<file path="src/rtl/ramb16_loader_pkg.sv">
// Shared definitions for the RAMB16 S36 loader.
// Contents:
//   - RAM word geometry: 32 data bits plus 4 parity bits.
//   - Loader FSM state enum.
//   - byte_parity(): one parity bit per byte, even or odd.
package ramb16_loader_pkg;

  localparam int RAM_DATA_W = 32;
  localparam int RAM_PAR_W  = 4;

  typedef enum logic [2:0] {
    ST_IDLE    = 3'd0,
    ST_COLLECT = 3'd1,
    ST_WRITE   = 3'd2,
    ST_READ    = 3'd3,
    ST_CHECK   = 3'd4,
    ST_FINISH  = 3'd5
  } state_e;

  // Even parity is the XOR of the byte; odd parity is its complement.
  function automatic logic byte_parity(input logic [7:0] data, input logic odd);
    logic p;
    p = ^data;
    if (odd) begin
      return ~p;
    end else begin
      return p;
    end
  endfunction

endpackage

</file>
<file path="src/rtl/ramb16_s36_loader_word_packer.sv">
// s36_word_packer: packs four accepted bytes into one 36-bit RAM word.
// Ports:
//   clk, rst      rising-edge clock, synchronous active-high reset
//   clr           drop any partial word and restart at byte 0
//   byte_fire     a byte transfers this cycle (valid && ready)
//   byte_in       the byte being transferred
//   word_full     strobe: this transfer completes a word (4th byte)
//   word_di       packed data, byte n in bits [8n+7:8n]; held until overwritten
//   word_dip      parity, bit n covers byte n
module s36_word_packer
  import ramb16_loader_pkg::*;
#(
  parameter int PARITY_ODD = 0
) (
  input  logic                  clk,
  input  logic                  rst,
  input  logic                  clr,
  input  logic                  byte_fire,
  input  logic [7:0]            byte_in,
  output logic                  word_full,
  output logic [RAM_DATA_W-1:0] word_di,
  output logic [RAM_PAR_W-1:0]  word_dip
);

  localparam logic ODD = (PARITY_ODD != 0);

  logic [1:0]            idx_q, idx_d;
  logic [RAM_DATA_W-1:0] di_q, di_d;
  logic [RAM_PAR_W-1:0]  dip_q, dip_d;

  // Byte lane selection and parity generation for the next accepted byte.
  always_comb begin
    idx_d = idx_q;
    di_d  = di_q;
    dip_d = dip_q;
    if (clr) begin
      idx_d = 2'd0;
    end else if (byte_fire) begin
      di_d[{idx_q, 3'b000} +: 8] = byte_in;
      dip_d[idx_q]               = byte_parity(byte_in, ODD);
      idx_d                      = idx_q + 2'd1;
    end else begin
      idx_d = idx_q;
    end
  end

  // Index wraps 3 -> 0 on its own, so the next word starts at lane 0.
  assign word_full = byte_fire && !clr && (idx_q == 2'd3);
  assign word_di   = di_q;
  assign word_dip  = dip_q;

  // Packer state registers.
  always_ff @(posedge clk) begin
    if (rst) begin
      idx_q <= 2'd0;
      di_q  <= '0;
      dip_q <= '0;
    end else begin
      idx_q <= idx_d;
      di_q  <= di_d;
      dip_q <= dip_d;
    end
  end

endmodule

</file>
<file path="src/rtl/ramb16_s36_loader.sv">
// ramb16_s36_loader: feeds a 512x36 block RAM from an 8-bit byte stream.
// A job writes COUNT packed words from BASE_ADDR upward (wrapping), or in
// verify mode reads them back and compares against the streamed bytes.
// Ports:
//   CLK, RST             clock and synchronous active-high reset
//   START/VERIFY/BASE_ADDR/COUNT   job request, sampled only when idle
//   BYTE_IN/BYTE_VALID/BYTE_READY  byte stream handshake
//   RAM_ADDR/RAM_DI/RAM_DIP/RAM_EN/RAM_WE/RAM_DO/RAM_DOP  RAM port
//   BUSY/DONE            job in progress / one-cycle completion pulse
//   ERROR/ERR_ADDR       sticky verify mismatch and first failing address
module ramb16_s36_loader
  import ramb16_loader_pkg::*;
#(
  parameter int ADDR_W     = 9,
  parameter int PARITY_ODD = 0
) (
  input  logic                  CLK,
  input  logic                  RST,
  input  logic                  START,
  input  logic                  VERIFY,
  input  logic [ADDR_W-1:0]     BASE_ADDR,
  input  logic [ADDR_W:0]       COUNT,
  input  logic [7:0]            BYTE_IN,
  input  logic                  BYTE_VALID,
  output logic                  BYTE_READY,
  output logic [ADDR_W-1:0]     RAM_ADDR,
  output logic [RAM_DATA_W-1:0] RAM_DI,
  output logic [RAM_PAR_W-1:0]  RAM_DIP,
  output logic                  RAM_EN,
  output logic                  RAM_WE,
  input  logic [RAM_DATA_W-1:0] RAM_DO,
  input  logic [RAM_PAR_W-1:0]  RAM_DOP,
  output logic                  BUSY,
  output logic                  DONE,
  output logic                  ERROR,
  output logic [ADDR_W-1:0]     ERR_ADDR
);

  localparam logic [ADDR_W-1:0] ADDR_ONE = {{(ADDR_W-1){1'b0}}, 1'b1};
  localparam logic [ADDR_W:0]   CNT_ONE  = {{ADDR_W{1'b0}}, 1'b1};
  localparam logic [ADDR_W:0]   CNT_ZERO = {(ADDR_W+1){1'b0}};

  state_e              state_q, state_d;
  logic                verify_q, verify_d;
  logic [ADDR_W-1:0]   addr_q, addr_d;
  logic [ADDR_W:0]     cnt_q, cnt_d;
  logic                err_q, err_d;
  logic [ADDR_W-1:0]   err_addr_q, err_addr_d;
  logic                ready_q, ready_d;
  logic                en_q, en_d;
  logic                we_q, we_d;
  logic                busy_q, busy_d;
  logic                done_q, done_d;

  logic                  start_acc_s;
  logic                  byte_fire_s;
  logic                  word_full_s;
  logic [RAM_DATA_W-1:0] word_di_s;
  logic [RAM_PAR_W-1:0]  word_dip_s;
  logic                  mismatch_s;

  assign start_acc_s = START && (state_q == ST_IDLE);
  // ready_q mirrors "state is COLLECT", so this is the handshake itself.
  assign byte_fire_s = BYTE_VALID && ready_q;
  assign mismatch_s  = ({RAM_DOP, RAM_DO} != {word_dip_s, word_di_s});

  s36_word_packer #(
    .PARITY_ODD (PARITY_ODD)
  ) u_packer (
    .clk       (CLK),
    .rst       (RST),
    .clr       (start_acc_s),
    .byte_fire (byte_fire_s),
    .byte_in   (BYTE_IN),
    .word_full (word_full_s),
    .word_di   (word_di_s),
    .word_dip  (word_dip_s)
  );

  // Next-state, job bookkeeping and registered output decode.
  always_comb begin
    state_d    = state_q;
    verify_d   = verify_q;
    addr_d     = addr_q;
    cnt_d      = cnt_q;
    err_d      = err_q;
    err_addr_d = err_addr_q;

    case (state_q)
      ST_IDLE: begin
        if (START) begin
          verify_d   = VERIFY;
          addr_d     = BASE_ADDR;
          cnt_d      = COUNT;
          err_d      = 1'b0;
          err_addr_d = '0;
          if (COUNT == CNT_ZERO) begin
            state_d = ST_FINISH;
          end else begin
            state_d = ST_COLLECT;
          end
        end else begin
          state_d = ST_IDLE;
        end
      end
      ST_COLLECT: begin
        if (word_full_s) begin
          state_d = verify_q ? ST_READ : ST_WRITE;
        end else begin
          state_d = ST_COLLECT;
        end
      end
      ST_WRITE: begin
        addr_d  = addr_q + ADDR_ONE;
        cnt_d   = cnt_q - CNT_ONE;
        state_d = (cnt_q == CNT_ONE) ? ST_FINISH : ST_COLLECT;
      end
      ST_READ: begin
        state_d = ST_CHECK;
      end
      ST_CHECK: begin
        // addr_q still holds the address read in the previous cycle.
        if (mismatch_s && !err_q) begin
          err_d      = 1'b1;
          err_addr_d = addr_q;
        end else begin
          err_d      = err_q;
          err_addr_d = err_addr_q;
        end
        addr_d  = addr_q + ADDR_ONE;
        cnt_d   = cnt_q - CNT_ONE;
        state_d = (cnt_q == CNT_ONE) ? ST_FINISH : ST_COLLECT;
      end
      ST_FINISH: begin
        state_d = ST_IDLE;
      end
      default: begin
        state_d = ST_IDLE;
      end
    endcase

    // Outputs are decoded from the next state so they align with state_q.
    ready_d = (state_d == ST_COLLECT);
    en_d    = (state_d == ST_WRITE) || (state_d == ST_READ);
    we_d    = (state_d == ST_WRITE);
    busy_d  = (state_d != ST_IDLE);
    done_d  = (state_d == ST_FINISH);
  end

  // State, job and output registers.
  always_ff @(posedge CLK) begin
    if (RST) begin
      state_q    <= ST_IDLE;
      verify_q   <= 1'b0;
      addr_q     <= '0;
      cnt_q      <= '0;
      err_q      <= 1'b0;
      err_addr_q <= '0;
      ready_q    <= 1'b0;
      en_q       <= 1'b0;
      we_q       <= 1'b0;
      busy_q     <= 1'b0;
      done_q     <= 1'b0;
    end else begin
      state_q    <= state_d;
      verify_q   <= verify_d;
      addr_q     <= addr_d;
      cnt_q      <= cnt_d;
      err_q      <= err_d;
      err_addr_q <= err_addr_d;
      ready_q    <= ready_d;
      en_q       <= en_d;
      we_q       <= we_d;
      busy_q     <= busy_d;
      done_q     <= done_d;
    end
  end

  assign BYTE_READY = ready_q;
  assign RAM_ADDR   = addr_q;
  assign RAM_DI     = word_di_s;
  assign RAM_DIP    = word_dip_s;
  assign RAM_EN     = en_q;
  assign RAM_WE     = we_q;
  assign BUSY       = busy_q;
  assign DONE       = done_q;
  assign ERROR      = err_q;
  assign ERR_ADDR   = err_addr_q;

endmodule

</file>
<file path="config.mk">
export PLATFORM = sky130hd
export DESIGN_NAME = ramb16_s36_loader
export DESIGN_NICKNAME = d
export VERILOG_FILES = /design/src/rtl/ramb16_loader_pkg.sv /design/src/rtl/ramb16_s36_loader_word_packer.sv /design/src/rtl/ramb16_s36_loader.sv
export SDC_FILE = /design/constraint.sdc
export NUM_CORES = 1
export LEC_CHECK = 0
export BUFFER_PORTS_ARGS = -buffer_cell sky130_fd_sc_hd__buf_2
export CORE_MARGIN = 2
export CORE_UTILIZATION = 52
export CTS_CLUSTER_SIZE = 25
export DETAILED_ROUTE_END_ITERATION = 16
export PLACE_DENSITY = 0.81
export RECOVER_POWER = 50
export SLEW_MARGIN = 0
export SYNTH_ARGS = -nofsm -noshare
export SYNTH_HDL_FRONTEND = slang
export SYNTH_SLANG_ARGS = --single-unit
</file>
<file path="constraint.sdc">
create_clock -name CLK -period 5.4 [get_ports CLK]
set_clock_uncertainty 0.2 [all_clocks]
set_input_delay 0.81 -clock CLK [delete_from_list [all_inputs] [get_ports CLK]]
set_output_delay 0.81 -clock CLK [all_outputs]
set_load 0.01 [all_outputs]
</file>
==> results of run 1 <==
==> flip-flops by register name, summed over array words and instances, names as in the netlist, 2 cells and up <==
register           count
ERR_ADDR               9
RAM_ADDR               9
cnt_q                 10
state_q                3
u_packer.idx_q         2
u_packer.word_di      32
u_packer.word_dip      4
==> cell usage in the layout, fill, tap and decap left out, drive strengths merged, types with 3 or more instances in the layout <==
| master | count |
|---|---|
| a211oi | 8 |
| a21oi | 48 |
| a221oi | 5 |
| a311oi | 6 |
| a32o | 9 |
| and3 | 6 |
| buf | 67 |
| clkbuf | 72 |
| dfxtp | 76 |
| ha | 10 |
| inv | 7 |
| nand2 | 55 |
| nand2b | 3 |
| nand3 | 13 |
| nand3b | 3 |
| nand4 | 35 |
| nor2 | 32 |
| nor3 | 15 |
| nor3b | 3 |
| nor4 | 6 |
| o21ai | 8 |
| xnor2 | 44 |
==> where the power goes <==
group | switching [W] | internal, W | total, W
logic | 0.0000908 | 0.0000654 | 0.000156
clock network | 0.000212 | 0.000260 | 0.000472
registers | 0.0000183 | 0.000575 | 0.000593
total | 0.000321 | 0.000901 | 0.00122
==> area by class of cell <==
cell class | instances | area share [%]
Sequential cell | 76 | 33.38
Clock inverter | 6 | 1.949
Multi-Input combinational cell | 335 | 46.12
Timing Repair Buffer | 129 | 12.46
Tap cell | 99 | 2.718
Clock buffer | 10 | 2.800
Inverter | 7 | 0.5764
==> metal layers <==
layer,vias to the layer above,share of wire [%]
met5,-,0
met2,181,48
met4,0,2.4
li1,1851,-
met3,26,7.2
met1,1770,42
==> per-stage QoR <==
step	worst slack (ps)	std cells	total power [W]	hold WS [ps]
global placement	2547	646	0.0007580	245.3
detailed placement	2508	646	0.0007628	261.4
CTS	2846	662	0.001229	268.9
global route	1586	662	0.001270	290.5
floorplan	3109	443	0.0006980	222.8
finish	1834	662	0.001221	268.6
==> worst min path at each step <==
stage,startpoint,end,cells past startpoint
after global routing,verify_q,RAM_WE,1
after floorplan,verify_q,RAM_WE,1
after global placement,verify_q,RAM_WE,1
after detailed placement,verify_q,RAM_WE,1
after CTS,verify_q,RAM_WE,1
final,verify_q,RAM_WE,1
==> worst reg2reg max path: cells and delay by family, from the launching register on <==
family          cells  cell delay (ps)
buf+inv             2             1370
simple gates        5             1080
flops               1              560
compound gates      1              120
==> kinds of logic after synthesis <==
| kind of cell | Yosys count |
|---|---|
| compound gates | 99 |
| xor+xnor | 45 |
| fa+ha+maj | 10 |
| buf+inv | 32 |
| flops | 76 |
| mux | 1 |
| simple gates | 180 |
==> results.json, run 1 <==
{
  "outcome": "complete, no violations",
  "critPathKind": "primary input to flop",
  "rsz0062_at_grt": "no",
  "postRouteAntennaNets": 0,
  "grt.met2_usage_pct": 45.32,
  "cts_hold_buf": 0,
  "busiest_layer": "met2",
  "critical-path-top-delay-family": "buffers and inverters",
  "drive_gt1_share_pct": 15.45,
  "synth_top_family_by_area": "simple AND/OR/NAND/NOR gates",
  "nFillCells": 674,
  "synthCells": 443,
  "cts-resized-gates": 0,
  "core_area_mm2": 0.007137,
  "drv_cap": 0,
  "synth-compound-area-share_pct": 17.40,
  "grt_pass1_wl_um": 15870,
  "ff_latch_area_mm2": 0.001521,
  "crit_chain": "buf_2, nor4b_4, clkbuf_1, nor2_2, clkbuf_1, nand2_1, nor2_1, o21a_1, nor2_1",
  "vias": 3828,
  "clock_sinks": 76,
  "start_kind": "primary input",
  "fin_crit_ps": 3566,
  "grt.total_usage_pct": 25.49,
  "crit_required_ps": 5400,
  "num_rows": 31,
  "endpoint_kind": "flop",
  "fin_crit_sh_pct": 66.03,
  "grt_pass1_vias": 3463,
  "synth_edf_count": 0,
  "synthXorXnorAreaFrac_pct": 10.46,
  "clk_latency_ps": 350,
  "async_flop_share_pct": 0,
  "synth-seq-area-share_pct": 40.37,
  "clockBufferDepth": 2,
  "endpoint": "state_q[0]",
  "port_buffers": 127,
  "ys_types": 49,
  "drt_iter0_drc": 211,
  "synth.area.top_cells": "dfxtp_1 (40%), xnor2_1 (10%), a21oi_1 (6.4%)",
  "timing.critical_path.fanout_max": 35,
  "p_per_area_mw_per_mm2": 268.0,
  "diodes": 0,
  "numCtsBuffers": 9,
  "grt_max_degree": 68,
  "use_met3_pct": 3.416,
  "min_path_type": "flop to flop",
  "r2r_start": "state_q[2]",
  "tritoncts": "done",
  "crit_cells": 9,
  "max_stage_delay_ps": 990,
  "antenna_found_initial": 0,
  "r2r_slack_ps": 1920,
  "die_h_um": 89.13,
  "critical_path_buf_inv_count": 3,
  "die_w_um": 89.13,
  "slew_violations": 0,
  "setup-tns-final_ps": 0,
  "cp.arrival_ps": 3560,
  "yosysTopAreaCell": "dfxtp_1",
  "critical_path.slowest_cell": "clkbuf_1",
  "synthSimpleGateAreaFrac_pct": 24.34,
  "multi_input_area_mm2": 0.002102,
  "power.leakage_nw": 1.619,
  "place_area_mm2": 0.004424,
  "yosysWarnings": 0,
  "grt-ovfl-total": 0,
  "use_met1_pct": 30.52,
  "area_delta_synth_final_pct": 20.95,
  "peakVddDrop_mv": 0.1922,
  "synth_commonest_cells": "dfxtp_1 (76), nand2_1 (55), a21oi_1 (48)",
  "drt_first_pass_iters": 5,
  "reg2reg_depth": 8,
  "fmax_ghz": 0.2805,
  "worst_pin_slew_ps": 1351,
  "netlist_area_mm2": 0.003769,
  "muxShareOfSynthArea_pct": 0.2656,
  "num_io_pins": 128,
  "avgRoutedWirePerCell_um": 15.43,
  "vias_per_cell": 5.782,
  "synth.most_common_cell": "dfxtp_1",
  "drc": 0,
  "cts-root-buf": "clkbuf_8",
  "fin_nets": 636,
  "avgSynthCellArea_um2": 8.507,
  "r2r-end": "state_q[0]",
  "synth_seq_cells": 76,
  "synth_ff_type": "dfxtp_1",
  "post_cts_buffers": 0,
  "final_area_mm2": 0.004558,
  "finalHoldViolCount": 0,
  "netlist.area_leader.share_pct": 40.37,
  "slew_headroom_pct": 9.967,
  "cts_max_level": 3,
  "hpwl_um": 7461,
  "die_area_mm2": 0.007944,
  "synth_fp_nets": 521,
  "clk_pin_slew_ps": 80,
  "routed_wl_um": 10220,
  "finalSetupViolations": 0,
  "gp_congestion": 0.8398,
  "crit_start": "START",
  "final_core_util_pct": 63.87,
  "start_util_pct": 52.81,
  "synthAdderAreaFrac_pct": 3.320
}
(Power assumes the default switching activity.)
==> run 2, diff against run 1 <==
Settings changed: ABC_AREA set to 1, PLACE_DENSITY 0.81 to 0.8.
Clock period 5.4 ns to 3.55 ns, I/O delays scaled along.
==> results.json, run 2 <==
{
  "grt_pass1_wl_um": 17480,
  "drive_gt1_share_pct": 12.41,
  "peakVddDrop_mv": 0.1825,
  "cts-resized-gates": 0,
  "die_h_um": 93.86,
  "layout_commonest_cell": "nand2_1",
  "clockBufferDepth": 2,
  "fin_crit_sh_pct": 80.29,
  "synthCells": 612,
  "power.leakage_nw": 2.134,
  "pre_cts_slack_ps": 1070,
  "hpwl_um": 8280,
  "p_per_area_mw_per_mm2": 371.8,
  "vias": 4389,
  "most-common-layout-cells": "nand2_1 (142), inv_1 (78), dfxtp_1 (76), buf_2 (67), nor2_1 (65)",
  "setup_slack_ps": 699.7,
  "core_area_mm2": 0.007767,
  "fmax_ghz": 0.3508,
  "clk_latency_ps": 350,
  "setup-tns-final_ps": 0,
  "num_io_pins": 128,
  "netlist.area_leader.share_pct": 36.23,
  "grt.total_usage_pct": 24.69,
  "synth_commonest_cells": "nand2_1 (141), inv_1 (77), dfxtp_1 (76)",
  "diodes": 0,
  "port_buffers": 127,
  "numCtsBuffers": 9,
  "start_util_pct": 54.06,
  "antenna_found_initial": 0,
  "timing.critical_path.fanout_max": 12,
  "synth_seq_cells": 76,
  "gp_congestion": 0.9904,
  "yosysWarnings": 0,
  "synth_ff_type": "dfxtp_1",
  "crit_top_cell": "nor2_1",
  "crit_chain": "nor2_1, clkinvlp_2, nor2_1, nand2_1, nand2_2, inv_1, nand2_2, inv_2, nand2_1, nor2_1, inv_1, nand3_1",
  "max_stage_delay_ps": 330,
  "largest_reg_flops": 32,
  "drc": 0,
  "synth.area.top_cells": "dfxtp_1 (36%), nand2_1 (13%), inv_1 (6.9%)",
  "num_rows": 32,
  "crit_required_ps": 3570,
  "async_flop_share_pct": 0,
  "postRouteAntennaNets": 0,
  "yosysTopAreaCell": "dfxtp_1",
  "cp.arrival_ps": 2870,
  "critical-path-top-delay-family": "simple AND/OR/NAND/NOR gates",
  "vias_per_cell": 5.256,
  "rsz0062_at_grt": "no",
  "fin_crit_ps": 2850,
  "cts-root-buf": "clkbuf_8",
  "drt_iter0_drc": 200,
  "die_area_mm2": 0.008810,
  "cts_max_level": 3,
  "endpoint_kind": "flop",
  "outcome": "complete, no violations",
  "routed_wl_um": 11060,
  "cts_hold_buf": 0,
  "finalHoldViolCount": 0,
  "die_w_um": 93.86,
  "tritoncts": "done",
  "clock_sinks": 76,
  "drt_first_pass_iters": 4,
  "ys_types": 36,
  "area_delta_synth_final_pct": 17.76,
  "synth_edf_count": 0,
  "avgSynthCellArea_um2": 6.861,
  "drv_cap": 0,
  "finalSetupViolations": 0,
  "worst_pin_slew_ps": 890.2,
  "critical_path.slowest_cell": "dfxtp_1",
  "grt_max_degree": 43,
  "synth_fp_nets": 690,
  "slew_violations": 0,
  "critical_path_buf_inv_count": 4,
  "min_path_type": "primary input to flop",
  "start_kind": "flop",
  "synth-seq-area-share_pct": 36.23,
  "post_cts_buffers": 0,
  "fin_nets": 806,
  "slew_headroom_pct": 40.59,
  "clk_pin_slew_ps": 80,
  "critPathKind": "flop to flop",
  "grt_pass1_vias": 4011,
  "synth.most_common_cell": "nand2_1",
  "grt-ovfl-total": 0,
  "netlist_area_mm2": 0.004199,
  "avgRoutedWirePerCell_um": 13.24
}
==> run 2: changes by cell type in the layout (fill, tap and decap cells not counted), sizes merged, moves of 12 or more <==
cell,delta
nand2,+90
inv,+73
nor2,+33
o21ai,+32
nand4,-24
xnor2,-12
==> run 2: power by group <==
part | total (W) | internal [W] | switching, W
clock | 0.000618 | 0.000312 | 0.000306
sequential | 0.000918 | 0.000887 | 0.0000312
combinational | 0.000302 | 0.000119 | 0.000184
total | 0.00184 | 0.00132 | 0.000521
==> run 2: layer usage <==
metal | global-route usage (%) | up-vias | routed length (um)
li1 | - | 2204 | -
met3 | 3.531 | 26 | 798
met5 | 0 | - | 0
met2 | 44.23 | 178 | 5398
met1 | 29.42 | 1981 | 4624
met4 | 10.14 | 0 | 236
==> run 2: area by class of cell <==
type | instances | area, um2
fillers | 729 | 2823
multi-input cells | 431 | 2233
flip-flops and latches | 76 | 1521
repair buffers | 129 | 575.6
inverters | 81 | 305.3
clock buffers | 15 | 176.4
well taps | 102 | 127.6
clock inverters | 1 | 5.005
==> run 2: path summary, 6_finish.rpt <==
check | end | depth (start not counted) | slack, ps | from
min | RAM_ADDR[0] | 3 | 270 | BASE_ADDR[0]
max reg2reg | BUSY | 12 | 700 | state_q[1]
min reg2reg | verify_q | 2 | 280 | verify_q
max | BUSY | 12 | 700 | state_q[1]
==> run 2: cell families (layout without fill, tap and decap cells) <==
logic type               Yosys count  in the layout  synth area share (%)
AND/OR/NAND/NOR                  273            273                 28.25
AO/OA/AOI/OAI                    112            112                 14.99
buffers and inverters            105            226                 10.04
flip-flops                        76             76                 36.23
XOR/XNOR                          36             36                 7.509
adder cells (fa/ha/maj)           10             10                 2.980
==> run 2: through the flow <==
stage               std cells  total power, W  utilization [%]  instance area (um2)  hold slack, ps
floorplan                 612        0.001133                -                 4199           236.1
global placement          819        0.001233            62.60                 4862           249.6
detailed placement        819        0.001247            62.60                 4862           265.5
CTS                       835        0.001854            64.93                 5044           258.5
global route              835        0.001926            63.66                 4945           277.4
finish                    835        0.001839            63.66                 4945           271.9
==> run 2: worst reg2reg max path, stage by stage (launching register included) <==
cell	delay (ps)
dfxtp_1	330
nor2_1	310
clkinvlp_2	230
nor2_1	250
nand2_1	310
nand2_2	120
inv_1	180
nand2_2	270
inv_2	150
nand2_1	130
nor2_1	80
inv_1	100
nand3_1	80
